===== src/rtl/matriz_scan_driver.sv =====
// matriz_scan_driver: time-multiplexed scan driver for a 5x7 dot-matrix sign.
// Takes whole 35-dot frames over a valid/ready handshake into a shadow buffer.
// The shadow moves to the display buffer only at the boundary before line 1,
// so a frame is never torn. The board is driven one line at a time: each line
// is lit for DWELL cycles, and an optional BLANK-cycle dark gap follows it.
module matriz_scan_driver #(
  parameter int DWELL          = 1000,
  parameter int BLANK          = 16,
  parameter bit COL_ACTIVE_LOW = 1'b1
) (
  input  logic        CLK,
  input  logic        RST,
  input  logic        enable,
  input  logic [34:0] frame_in,
  input  logic        frame_valid,
  output logic        frame_ready,
  output logic        frame_start,
  output logic [4:0]  lin,
  output logic [6:0]  col
);

  localparam int CNT_MAX = (DWELL > BLANK) ? DWELL : BLANK;
  localparam int CW      = (CNT_MAX < 1) ? 1 : $clog2(CNT_MAX + 1);
  localparam logic [6:0]    COL_OFF    = COL_ACTIVE_LOW ? 7'h7F : 7'h00;
  localparam logic [CW-1:0] DWELL_LAST = CW'(DWELL - 1);
  localparam logic [CW-1:0] BLANK_LAST = CW'((BLANK > 0) ? (BLANK - 1) : 0);

  typedef enum logic [1:0] {S_IDLE, S_BLANK, S_DRIVE} state_t;

  state_t        state_reg, state_next;
  logic [2:0]    line_reg, line_next;
  logic [CW-1:0] cnt_reg, cnt_next;
  logic [34:0]   display_reg, display_next;
  logic [34:0]   shadow_reg, shadow_next;
  logic          shadow_full_reg, shadow_full_next;
  logic          swap_point;
  logic          swap_do;
  logic          accept;

  logic [6:0]    rows_next [5];
  logic [4:0]    lin_next;
  logic [6:0]    row_sel;
  logic [6:0]    col_next;
  logic          frame_start_next;

  // Scan sequencing: IDLE -> (BLANK) -> DRIVE per line; swap point flagged at the entry to line 1
  always_comb begin
    state_next = state_reg;
    line_next  = line_reg;
    cnt_next   = cnt_reg;
    swap_point = 1'b0;
    if (!enable) begin
      state_next = S_IDLE;
      line_next  = 3'd0;
      cnt_next   = '0;
    end else begin
      case (state_reg)
        S_IDLE: begin
          line_next = 3'd0;
          cnt_next  = '0;
          if (BLANK > 0) begin
            state_next = S_BLANK;
          end else begin
            state_next = S_DRIVE;
            swap_point = 1'b1;
          end
        end
        S_BLANK: begin
          if (cnt_reg == BLANK_LAST) begin
            state_next = S_DRIVE;
            cnt_next   = '0;
            swap_point = (line_reg == 3'd0);
          end else begin
            cnt_next = cnt_reg + 1'b1;
          end
        end
        S_DRIVE: begin
          if (cnt_reg == DWELL_LAST) begin
            cnt_next  = '0;
            line_next = (line_reg == 3'd4) ? 3'd0 : line_reg + 3'd1;
            if (BLANK > 0) begin
              state_next = S_BLANK;
            end else begin
              state_next = S_DRIVE;
              swap_point = (line_reg == 3'd4);
            end
          end else begin
            cnt_next = cnt_reg + 1'b1;
          end
        end
        default: begin
          state_next = S_IDLE;
          line_next  = 3'd0;
          cnt_next   = '0;
        end
      endcase
    end
  end

  // Buffer handoff: accept needs an empty shadow and swap needs a full one, so they never collide
  always_comb begin
    accept           = frame_valid && !shadow_full_reg;
    swap_do          = swap_point && shadow_full_reg;
    display_next     = swap_do ? shadow_reg : display_reg;
    shadow_next      = accept ? frame_in : shadow_reg;
    shadow_full_next = shadow_full_reg;
    if (accept) begin
      shadow_full_next = 1'b1;
    end else if (swap_do) begin
      shadow_full_next = 1'b0;
    end
  end

  // Slice the upcoming display buffer into rows and decode the one-hot line select
  genvar gi;
  generate
    for (gi = 0; gi < 5; gi++) begin : g_line
      assign rows_next[gi] = display_next[gi*7 +: 7];
      assign lin_next[gi]  = (state_next == S_DRIVE) && (line_next == 3'(gi));
    end
  endgenerate

  // Output values for the next cycle, taken from the next state so outputs stay aligned with the FSM
  always_comb begin
    row_sel          = rows_next[line_next];
    col_next         = COL_OFF;
    frame_start_next = 1'b0;
    if (state_next == S_DRIVE) begin
      col_next         = COL_ACTIVE_LOW ? ~row_sel : row_sel;
      frame_start_next = (line_next == 3'd0) && (cnt_next == '0);
    end
  end

  // State, buffers and registered outputs; reset drops any pending shadow frame
  always_ff @(posedge CLK) begin
    if (RST) begin
      state_reg       <= S_IDLE;
      line_reg        <= 3'd0;
      cnt_reg         <= '0;
      display_reg     <= '0;
      shadow_reg      <= '0;
      shadow_full_reg <= 1'b0;
      lin             <= 5'd0;
      col             <= COL_OFF;
      frame_start     <= 1'b0;
      frame_ready     <= 1'b1;
    end else begin
      state_reg       <= state_next;
      line_reg        <= line_next;
      cnt_reg         <= cnt_next;
      display_reg     <= display_next;
      shadow_reg      <= shadow_next;
      shadow_full_reg <= shadow_full_next;
      lin             <= lin_next;
      col             <= col_next;
      frame_start     <= frame_start_next;
      frame_ready     <= !shadow_full_next;
    end
  end

endmodule

===== config.mk =====
export PLATFORM = sky130hd
export DESIGN_NAME = matriz_scan_driver
export DESIGN_NICKNAME = d
export VERILOG_FILES = /design/src/rtl/matriz_scan_driver.sv
export SDC_FILE = /design/constraint.sdc
export NUM_CORES = 1
export LEC_CHECK = 0
export ABC_AREA = 1
export CORE_ASPECT_RATIO = 2
export CORE_UTILIZATION = 40
export CTS_CLUSTER_DIAMETER = 60
export DETAILED_ROUTE_END_ITERATION = 6
export DONT_BUFFER_PORTS = 1
export GPL_TIMING_DRIVEN = 0
export SKIP_CTS_REPAIR_TIMING = 1
export SLEW_MARGIN = 30
export SYNTH_ARGS = -nofsm -noshare
export SYNTH_HDL_FRONTEND = slang
export SYNTH_SLANG_ARGS = --single-unit
export TNS_END_PERCENT = 10

===== constraint.sdc =====
create_clock -name CLK -period 3.2 [get_ports CLK]
set_input_delay 0.48 -clock CLK [delete_from_list [all_inputs] [get_ports CLK]]
set_output_delay 0.48 -clock CLK [all_outputs]
set_load 0.02 [all_outputs]

======== Word-level counts from Yosys, hierarchy flattened ========
Cells that the tools add are included.
word-level totals
  bits in registers ....................... 100
  input port bits ......................... 39
operators by class
  $add $sub $neg .......................... 2
  magnitude comparators ................... 1
  eq/ne operators ......................... 10
  multiplexer cells ....................... 21
  bitwise gates (word level) .............. 3
  reductions and logical operators ........ 15
operators by type and width
  operator                 number
  $mux W35                 1
  $mux W10                 3
  $bmux W7 S3              1
  $pmux W10 S2             1
  $mux W7                  2
  $add A10 B1 Y10 const B  1
  $eq A10 B10 Y1 const B   1
  $eq A10 B4 Y1 const B    1
  $logic_not A10 Y1        1
  $mux W3                  3
  $logic_and A1 B1 Y1      8
  $not A7 Y7               1
  $eq A3 B2 Y1 const B     2
  $eq A3 B3 Y1 const B     2
  $logic_not A3 Y1         2
  $mux W2                  3
  $pmux W2 S3              1
  $pmux W3 S2              1
  $mux W1                  5
  $eq A2 B2 Y1 const B     2
  $ge A4 B4 Y1 const B     1
  $not A3 Y4               1
  $add A3 B1 Y3 const B    1
  $eq A3 B1 Y1 const B     1
  other kinds (5)          6

======== Depth between registers and ports, before layout ========
  depth in word-level cells ............... 10
  mapped depth ............................ 15
  mapped depth without buffers ............ 14

======== Worst setup path after synthesis ========
No wires, ideal clock.
  path kind ............................... reg-to-reg
  start point ............................. register cnt_reg[0]
  end point ............................... register col[0]
  setup time .............................. 0.113 ns
  data arrival time ....................... 1.656 ns
  data required time ...................... 3.087 ns
  path slack .............................. 1.431 ns
  cell stages (with the launch flop) ...... 15
  buffers on the path ..................... 0
  period minus slack after synthesis ...... 1.769 ns
  cell sequence ........................... dfxtp_1 ha_1 nand2_2 nor2_2 inv_2 nor2_2 nand2_1 nand2_1 nand2_1 a21oi_2 inv_2 nor2_2 nand2_2 nor2_1 nor2_1
between the ends
  cells in the longest elaborated chain, start to end .. 10
  elaborated cells on any way between the ends .. 22
  those cells by class .................... eq/ne (3); mux (14); bitwise (3); reduce/logical (2)
RTL lines
  element                                     line  source
  start, declared                             32    logic [CW-1:0] cnt_reg, cnt_next;
  start signal, assigned                      150   cnt_reg <= cnt_next;
  $eq A10 B4 Y1                               69    if (cnt_reg == BLANK_LAST) begin
  $mux W1                                     69
  $mux W1                                     --
  $mux W1                                     52    if (!enable) begin
  $logic_and A1 B1 Y1                         103   swap_do = swap_point && shadow_full_reg;
  $mux W35                                    104   display_next = swap_do ? shadow_reg : display_reg;
  $bmux W7 S3                                 125   row_sel = rows_next[line_next];
  $mux W7 (implied by the code) (2 in a row)  125
  $not A7 Y7                                  129   col_next = COL_ACTIVE_LOW ? ~row_sel : row_sel;
  end signal, assigned                        155   col <= col_next;
  end, declared                               19    output logic [6:0] col
Several ways; a longest one is shown, not always the timed one. The select of a mux whose other input is x is not followed.
A chain may end at the register's enable or synchronous reset.

======== Final worst setup path ========
  start point ............................. register cnt_reg[0]
  end point ............................... register col[3]
Same word-level chain as after synthesis.

==> impl_metrics.ini <==
[place]
dp_hpwl_mm = 8.37
pre_cts_ws_ps = 773
dp.cells = 737
dpl_cell_area_um2 = 4470
gp_congestion = 0.865
io_buffers = 0

[timing]
relSlewSlack = 0.458
rsz0062_at_grt = false
whs_ps = 260
finClkSkew_ps = 7.74
worstMarginPinSlew_ps = 810
finalHoldViolCount = 0
fmax_mhz = 413
timing.final.ws_setup_ps = 779
setup_viol = 0
fin_crit_sh = 0.757
fin_setup_tns_ps = 0
min_period_ps = 2420
slew_violations = 0

[die]
fp.dieH_um = 149
core_um2 = 10500
dieArea_um2 = 11200
io_pins = 53
start_util = 0.410
num_rows = 53
die_w_um = 75.3

[finish]
fillers = 1175
fin_util = 0.454
multi_input_area_um2 = 1880
fin_nets = 657
drive_above_1_share = 0.0893
final_cells = 753
syn_to_final_growth_pct = 10.8
seqCellArea_um2 = 2000
fin_area_um2 = 4760
diodes = 0

[clocking]
cts_buffers = 9
ctsRootBufferMaster = clkbuf_16
clk_latency_ps = 350
htreeDepth = 3
cts_max_path_buffers = 2
clk_transition_reported_paths_ps = 70
cts.sinks = 100
cts_tree = done

[logic_synthesis]
yosysMostFrequentCell = nor2_1
synth_commonest_cells = 142 x nor2_1, 100 x dfxtp_1, 98 x nand2_1
syn-cell-area_um2 = 4300
synth-seq-area-share = 0.466
ys.flop_type = dfxtp_1
synth_largest_area_cell = dfxtp_1
yosys_warnings = 0
synthTopCellsByArea = dfxtp_1 47%, nor2_1 12%, nand2_1 8.6%
async_flop_share = 0
syn_area_per_cell_um2 = 7.16
synth-seq-cells = 100
postSynthCellCount = 600
ys_types = 34
syn_nets = 646
synth_edf_count = 0
synth_top_cell_area_share = 0.466

[global_routing]
grt_max_degree = 19
grt_pass1_vias = 3698
grt.total_usage = 0.215
grt_pass1_wl_mm = 17.7
antenna_found_initial = 0
grt_overflow = 0

[routing]
route.detailed.drc = 0
route.detailed.wl_per_inst_um = 14.9
via_per_inst = 4.93
routed_wl_mm = 11.2
via_count = 3714
drtIter0Drc = 166
postRouteAntennaNets = 0
drt_pass1_iterations = 4

[hold_path]
worstHoldPathCells = 2
hold_path.class = input port to flop
whs_endpoint = shadow_reg[19]
hold_path.startpoint = frame_in[19]

[job]
cap_violations = 0

[outcome]
status = finished clean

[worst_setup_path]
r2r-start = cnt_reg[0]
r2r-end = col[3]
r2r_cells = 12
regToRegSetupSlack_ps = 780
critPathLaunchType = flop
arrival_ps = 2650
critPathMaxFanout = 8
crit_type = flop to flop
critPathCaptureType = flop
worst_ep_required_time_ps = 3430

[power_and_ir_drop]
power.total_mw = 2.48
irDropWorstVdd_uv = 346
powerDensity_nw_per_um2 = 521
p_leak_nw = 2.03
==> how the worst max path moves through the flow <==
stage / startpoint / to / slack [ps]
CTS: cnt_reg[0] / col[5] / 780
finish: cnt_reg[0] / col[3] / 780
global placement: frame_valid / shadow_reg[26] / 790
detailed placement: frame_valid / shadow_reg[26] / 770
global route: cnt_reg[0] / col[3] / 590
floorplan: cnt_reg[0] / col[0] / 1430
==> layer usage <==
| metal | GRT usage | wire length, um | share of wire |
|---|---|---|---|
| met2 | 0.405 | 6160 | 0.55 |
| met1 | 0.224 | 4410 | 0.39 |
| met5 | 0 | 0 | 0 |
| met3 | 0.0325 | 310 | 0.028 |
| met4 | 0.0954 | 348 | 0.031 |
==> critical path, stage by stage, from the launching register on <==
cell	delay (ps)
dfxtp_1	390
ha_1	210
nand2_2	110
nor2_2	200
nand3_1	150
nand2_1	120
nand2_2	90
nand3_1	100
nand2_2	160
nor2_4	240
nand2_2	180
nor2_1	250
nor2_1	110
==> cells by family (layout without fill, tap and decap cells) <==
group	Yosys count	count (layout)	share of synthesized area
and+or+nand+nor	303	303	0.306
DFF	100	100	0.466
adders and majority gates	7	7	0.0204
AOI/OAI and AO/OA	89	89	0.110
buffers and inverters	100	116	0.0961
xor gates and xnor gates	1	1	0.00204
==> report_power, final <==
part	leakage (nW)	internal (mW)	switching [mW]
registers	0.815	1.28	0.0207
logic	1.07	0.0289	0.0769
clock network	0.144	0.561	0.509
==> layout by cell type, fill, tap and decap left out, types with 2 or more instances in the layout <==
master	instances
clkinv_4	3
inv_2	4
nor2_1	142
clkbuf_1	17
inv_1	68
nand3_1	28
nor3_1	2
o21ai_2	3
buf_2	5
clkbuf_16	9
o21ai_1	24
nor3_2	2
o21ai_0	48
ha_1	7
dfxtp_1	100
nor2_4	4
a21oi_2	2
nand4_1	10
nor2_2	3
buf_6	4
inv_6	3
nand2_2	6
nand2_1	98
a21oi_1	10
==> final cells by class <==
cell class,instances,area share
sequential,100,0.421
multi-input combinational,400,0.395
inverter,74,0.0586
clock buffer,10,0.0502
tap,137,0.0360
buffer,26,0.0281
clock inverter,6,0.0110
Note: power is estimated with default switching activity, not from simulation.
